## config.mk

```make
export PLATFORM = sky130hd
export DESIGN_NAME = interval_timer_ctrl
export DESIGN_NICKNAME = d
export VERILOG_FILES = /design/src/rtl/timer_pkg.sv /design/src/rtl/counter_sync_clr.sv /design/src/rtl/interval_timer_ctrl.sv
export SDC_FILE = /design/constraint.sdc
export NUM_CORES = 1
export LEC_CHECK = 0
export BUFFER_PORTS_ARGS = -buffer_cell sky130_fd_sc_hd__buf_4
export CELL_PAD_IN_SITES_DETAIL_PLACEMENT = 0
export CELL_PAD_IN_SITES_GLOBAL_PLACEMENT = 1
export CORE_MARGIN = 2
export CORE_UTILIZATION = 40
export DETAILED_ROUTE_END_ITERATION = 7
export PLACE_DENSITY_LB_ADDON = 0.1
export SYNTH_ARGS = -nofsm -noshare
export SYNTH_HDL_FRONTEND = slang
export SYNTH_HIERARCHICAL = 1
export SYNTH_SLANG_ARGS = --single-unit
```

## constraint.sdc

```tcl
create_clock -name clk -period 2.3 [get_ports clk]
set_input_delay 0.46 -clock clk [delete_from_list [all_inputs] [get_ports clk]]
set_output_delay 0.46 -clock clk [all_outputs]
set_load 0.02 [all_outputs]
```

## src/rtl/timer_pkg.sv

```systemverilog
// Shared state encoding and default widths for the interval timer.
`default_nettype none

package timer_pkg;

  localparam logic [0:0] ST_IDLE = 1'b0;
  localparam logic [0:0] ST_RUN  = 1'b1;

  localparam int DEFAULT_WIDTH    = 16;
  localparam int DEFAULT_PS_WIDTH = 8;

endpackage

`default_nettype wire

```

## src/rtl/counter_sync_clr.sv

```systemverilog
// Up-counter with synchronous reset and a synchronous clear that outranks enable.
`default_nettype none

module counter_sync_clr #(
  parameter int WIDTH = 8
) (
  input  logic             clk,
  input  logic             reset,
  input  logic             clear,
  input  logic             enable,
  output logic [WIDTH-1:0] count
);

  always_ff @(posedge clk) begin
    if (reset) begin
      count <= '0;
    end else if (clear) begin
      count <= '0;
    end else if (enable) begin
      count <= count + 1'b1;
    end
  end

endmodule

`default_nettype wire

```

## src/rtl/interval_timer_ctrl.sv

```systemverilog
// Interval timer: prescaler plus main counter, one-shot or periodic single-cycle tick.
`default_nettype none

module interval_timer_ctrl
  import timer_pkg::*;
#(
  parameter int WIDTH    = DEFAULT_WIDTH,
  parameter int PS_WIDTH = DEFAULT_PS_WIDTH
) (
  input  logic                clk,
  input  logic                reset,
  input  logic                start,
  input  logic                stop,
  input  logic                periodic,
  input  logic [WIDTH-1:0]    period,
  input  logic [PS_WIDTH-1:0] prescale,
  output logic                busy,
  output logic                tick,
  output logic [WIDTH-1:0]    count
);

  logic [0:0]          state;
  logic [WIDTH-1:0]    period_q;
  logic [PS_WIDTH-1:0] prescale_q;
  logic                periodic_q;
  logic                tick_q;
  logic [PS_WIDTH-1:0] ps_count;

  logic running;
  logic accept;
  logic step;
  logic terminal;
  logic ps_clear;
  logic main_clear;

  assign running  = (state == ST_RUN);
  assign accept   = start & ~stop;
  assign step     = running & (ps_count == prescale_q);
  assign terminal = step & (count == period_q);

  // Prescaler is held at zero while idle so a fresh start always begins a full step.
  assign ps_clear   = stop | accept | ~running | step;
  assign main_clear = stop | accept | terminal;

  counter_sync_clr #(.WIDTH(PS_WIDTH)) u_prescaler (
    .clk    (clk),
    .reset  (reset),
    .clear  (ps_clear),
    .enable (running),
    .count  (ps_count)
  );

  counter_sync_clr #(.WIDTH(WIDTH)) u_main (
    .clk    (clk),
    .reset  (reset),
    .clear  (main_clear),
    .enable (step),
    .count  (count)
  );

  // Stop and restart both swallow a coincident terminal step.
  always_ff @(posedge clk) begin
    if (reset) begin
      state      <= ST_IDLE;
      period_q   <= '0;
      prescale_q <= '0;
      periodic_q <= 1'b0;
      tick_q     <= 1'b0;
    end else begin
      tick_q <= terminal & ~stop & ~start;
      if (stop) begin
        state <= ST_IDLE;
      end else if (start) begin
        state      <= ST_RUN;
        period_q   <= period;
        prescale_q <= prescale;
        periodic_q <= periodic;
      end else if (terminal && !periodic_q) begin
        state <= ST_IDLE;
      end
    end
  end

  assign busy = running;
  assign tick = tick_q;

endmodule

`default_nettype wire

```

After elaboration in Yosys (flattened, before gate mapping)
Cells that the tools add are included. Widths: inputs -> output; s select.

Flip-flop bits (word level): 51. Input bits: 29. Logic and storage cells: 32.

Add/subtract/negate cells: 2. Eq/ne operators: 2. Mux-type cells: 2. Bitwise gates (word level): 12. Reductions and logical operators: 7.

Operators with widths (number): $add 16x1->16 const B (1); $eq 16x16->1 (1); $add 8x1->8 const B (1); $eq 8x8->1 (1); $reduce_or 2->1 (3); $and 1x1->1 (5); $or 1x1->1 (4); $not 1->1 (3); $mux 1 (2); $reduce_and 2->1 (1); $reduce_bool 2->1 (1); $logic_and 1x1->1 (1); $logic_not 1->1 (1).

Logic depth before layout (Yosys ltp)
Depth in word-level cells: 6. Gate-level depth with buffers: 8. Gate-level depth less buffers: 8.

Hierarchy
Netlist, hierarchy kept.

Modules (own cells, without submodules): interval_timer_ctrl (instances 1, cells an instance 154, area each 1216.2 um2); counter_sync_clr (u_main) (instances 1, cells an instance 86, area each 780.7 um2); counter_sync_clr (u_prescaler) (instances 1, cells an instance 38, area each 345.3 um2).

Least setup slack after synthesis
OpenSTA, ideal clock, no wires.

Path type: register to register. From: register u_main.count[7]. To: register u_main.count[0]. Setup time: 0.128 ns. Arrival: 1.747 ns. Setup slack: 0.426 ns. Cell stages (with the launch flop): 9. Path buffers: 1. Cell sequence: dfxtp_1 > xnor2_1 > nand4_1 > nor4_1 > nand2_1 > nand2_1 > or2_2 > clkbuf_1 > nor2_1.

Longest elaborated chain between the ends: 4.

RTL lines: from (decl) (line counter_sync_clr.sv:11) `output logic [WIDTH-1:0] count`; from (signal assigned) (line counter_sync_clr.sv:20) `count <= count + 1'b1;`; $eq 16x16->1 (line interval_timer_ctrl.sv:39) `assign terminal = step & (count == period_q);`; $and 1x1->1 (line interval_timer_ctrl.sv:39); $or 1x1->1 (line interval_timer_ctrl.sv:43) `assign main_clear = stop | accept | terminal;`; via main_clear (line interval_timer_ctrl.sv:34) `logic main_clear;`; $reduce_or 2->1 (no line).

The timed path passes the listed nets, and every way through them passes these cells. A chain may end at the register's enable or synchronous reset.

Final worst setup path
From: register u_prescaler.count[2]. To: register u_main.count[9].

Longest elaborated chain between the ends: 5.

RTL lines: from (decl) (line counter_sync_clr.sv:11); from (signal assigned) (line counter_sync_clr.sv:20); $eq 8x8->1 (*) (line interval_timer_ctrl.sv:38) `assign step = running & (ps_count == prescale_q);`; $and 1x1->1 (*) (line interval_timer_ctrl.sv:38); via step (line interval_timer_ctrl.sv:31) `logic step;`; $and 1x1->1 (line interval_timer_ctrl.sv:39); $or 1x1->1 (line interval_timer_ctrl.sv:43); $reduce_or 2->1 (no line).

Mark *: on every way through the listed nets, which the timed path passes. The rest lies on a longest branch.

==> out/qor.txt <==
Inserted Diodes - 0
Mapped Area - 0.002342 mm2
Post-synthesis sequential area ratio - 0.4359
Fin. max-slew vios - 0
CTS max path bufs - 2
ANT nets after route - 0
TritonRoute pass-1 iters - 4
PD cells - 556.7 mW/mm2
Worst slew pin tran - 0.9712 ns
Vias per cell - 5.072
Initial Utilization - 0.4202
Switch Pwr - 0.3893 mW
Post-synth EDFFs - 0
Comb pwr share - 0.087
Post-CTS setup buffers - 0
CTS Hold Bufs - 0
Initial drt markers - 83
Skew final - 0.01139 ns
CTS tree - built
Final instance area - 0.002893 mm2
Final GP Congestion - 0.7879
Final hold vios - 0
Largest net degree at the start of global routing - 35
Post-Syn Nets - 309
RSZ-0062 raised after global routing - no
Post-CTS resize count - 0
Clk pwr share - 0.343
Worst Hold Path EP - tick
Wirelength per Cell - 13.66 um
Power Internal - 1.221 mW
H-Tree Depth - 2
Num ports - 47
Sw Share - 0.2417
Core Rows - 27
Outcome - complete, no violations
Layout net count - 359
Layout Area Growth over Synthesis - 23.50%
Root Driver - clkbuf_8
Register-to-Register Setup Slack - 0.26 ns
Final Cycle Share - 0.8868
Slowest CP cell - or4_1
Max Cap Violations - 0
Initial antenna violation count - 0
Seq cells post-synth - 51
Peak Freq - 490.3 MHz
Total number of vias - 2034
Die area - 0.006483 mm2
Leak Pwr - 1.008 nW
Arrival time at the worst endpoint - 2.27 ns
Worst R2R Path Depth - 6
Vias in the first global route - 1788
Synthesized area per cell - 8.425 um2
Total power - 1.610 mW
Drt drc - 0
Clock Sinks - 51
R2R Path Start - u_prescaler/count[2]
Core area - 0.005574 mm2
Share of layout cells above drive strength 1 - 0.2401
Hold Crit Start - stop
Grt ovf - 0
FILL cells - 584
Mapped Cells - 278
Hold depth - 2
Die X - 80.52 um
CTS Buf Count - 5
Critical Path End Type - register
Total track usage - 0.1807
Cells after DPL - 393
CTS clk-pin slew, worst paths - 0.10 ns
Final setup viols - 0
Port Buf Inserts - 46
Clock latency at the later pin of the worst-skew pair - 0.31 ns
CP Launch Type - register
Reg power frac - 0.571
Routed Wire Length - 5479 um
Max_slew headroom - 0.3526
Async set or reset register ratio after synthesis - 0
Worst Path Required - 2.53 ns
Synth cell types - 31
Worst-path fanout max - 5
Final Non-Filler Cells - 401
Main synth FF type - dfxtp_1
CP Cell Sequence - xnor2_1 -> nand3_1 -> nor3_2 -> nand4_1 -> or4_1 -> a21oi_1
Placed cell area - 0.002794 mm2
Hold crit path type - in2reg
Yosys warnings - 6
First-pass GRT wire length - 8880 um
Slowest stage delay, CP - 0.57 ns
Maximum vdd drop - 0.3549 mV
Die Y - 80.52 um
Fin crit period - 2.040 ns
Setup TNS - 0 ns
Final HPWL DP - 4053 um
WS Path Type - reg2reg
Worst r2r dst - u_main/count[9]
-- cells in the mapped netlist (3+ instances only) --
master | instances | area [um2]
mux2i_1 | 6 | 60.06
clkbuf_1 | 5 | 18.77
dfxtp_1 | 51 | 1021
or4_1 | 4 | 30.03
a21oi_1 | 35 | 175.2
nand4_1 | 13 | 81.33
nor4_2 | 4 | 50.05
nand3_1 | 5 | 25.02
or2_2 | 3 | 18.77
o31ai_1 | 4 | 30.03
buf_2 | 8 | 40.04
nor2_1 | 12 | 45.04
or3_1 | 8 | 50.05
nand2_1 | 64 | 240.2
xor2_1 | 5 | 43.79
o21ai_0 | 5 | 25.02
xnor2_1 | 26 | 227.7
-- power groups by stage --
stage	clock network [mW]	registers, mW	logic (mW)
6_report	0.552	0.919	0.139
5_1_grt	0.599	0.922	0.157
3_3_place_gp	0	0.940	0.140
2_1_floorplan	0	0.937	0.0840
4_1_cts	0.570	0.919	0.141
3_5_place_dp	0	0.940	0.141
-- routing by layer --
| layer | share of wire | vias up | track usage | routed length [um] |
|---|---|---|---|---|
| li1 | - | 1053 | - | - |
| met1 | 0.54 | 937 | 0.2789 | 2957 |
| met2 | 0.42 | 40 | 0.2500 | 2274 |
| met3 | 0.037 | 4 | 0.03708 | 202 |
| met4 | 0.0080 | 0 | 0.05085 | 44 |
| met5 | 0 | - | 0 | 0 |
-- worst max-delay path: cells and delay by family, from the launching register on --
kind	cells	cell delay, ns
XOR/XNOR	1	0.14
AO/OA/AOI/OAI	1	0.17
AND/OR/NAND/NOR	4	1.20
flip-flops	1	0.45
-- final cells by class --
| cell class | instances | area (um2) | area share |
|---|---|---|---|
| multi-input cells | 211 | 1244 | 0.4299 |
| clock buffers | 6 | 82.58 | 0.02855 |
| well taps | 72 | 90.09 | 0.03114 |
| inverters | 1 | 3.754 | 0.001298 |
| flip-flops and latches | 51 | 1021 | 0.3529 |
| clock inverters | 2 | 16.27 | 0.005623 |
| repair buffers | 58 | 435.4 | 0.1505 |
-- worst max path at each step --
stage | from | endpoint | slack (ns) | depth (start not counted)
finish | u_prescaler/count[2] | u_main/count[9] | 0.26 | 6
global route | u_prescaler/count[2] | u_main/count[10] | 0.06 | 7
CTS | u_prescaler/count[2] | u_main/count[10] | 0.25 | 7
detailed placement | u_prescaler/count[2] | u_main/count[10] | 0.29 | 7
global placement | u_prescaler/count[2] | u_main/count[10] | 0.32 | 7
floorplan | u_main/count[7] | u_main/count[0] | 0.43 | 8
-- logic make-up after synthesis --
| kind of cell | count (synthesis) | synth area share |
|---|---|---|
| XOR/XNOR | 31 | 0.1159 |
| flip-flops | 51 | 0.4359 |
| AO/OA/AOI/OAI | 47 | 0.1084 |
| adder cells (fa/ha/maj) | 2 | 0.01068 |
| buffers and inverters | 16 | 0.03312 |
| multiplexers | 6 | 0.02564 |
| AND/OR/NAND/NOR | 125 | 0.2703 |
-- cell usage in the layout, fill, tap and decap left out, types with 3 or more instances in the layout --
master	count
a21oi_1	35
buf_4	58
clkbuf_8	6
dfxtp_1	51
mux2i_1	6
nand2_1	64
nand3_1	5
nand4_1	13
nor2_1	12
nor4_2	4
o21ai_0	5
o31ai_1	4
or2_2	3
or3_1	8
or4_1	4
xnor2_1	26
xor2_1	5
-- per-stage QoR --
stage | hold WS, ns | util | setup slack [ns]
floorplan | 0.4365 | - | 0.4256
global placement | 0.4572 | 0.5012 | 0.3172
detailed placement | 0.4616 | 0.5012 | 0.2855
CTS | 0.3437 | 0.5190 | 0.2527
global route | 0.3420 | 0.5190 | 0.05734
finish | 0.3483 | 0.5190 | 0.2605
-- state kept, by name, summed over array words and instances (netlist names) --
name	count
busy	1
period_q	16
periodic_q	1
prescale_q	8
tick	1
u_main/count	16
u_prescaler/count	8
Power figures use the tool's default switching activity.
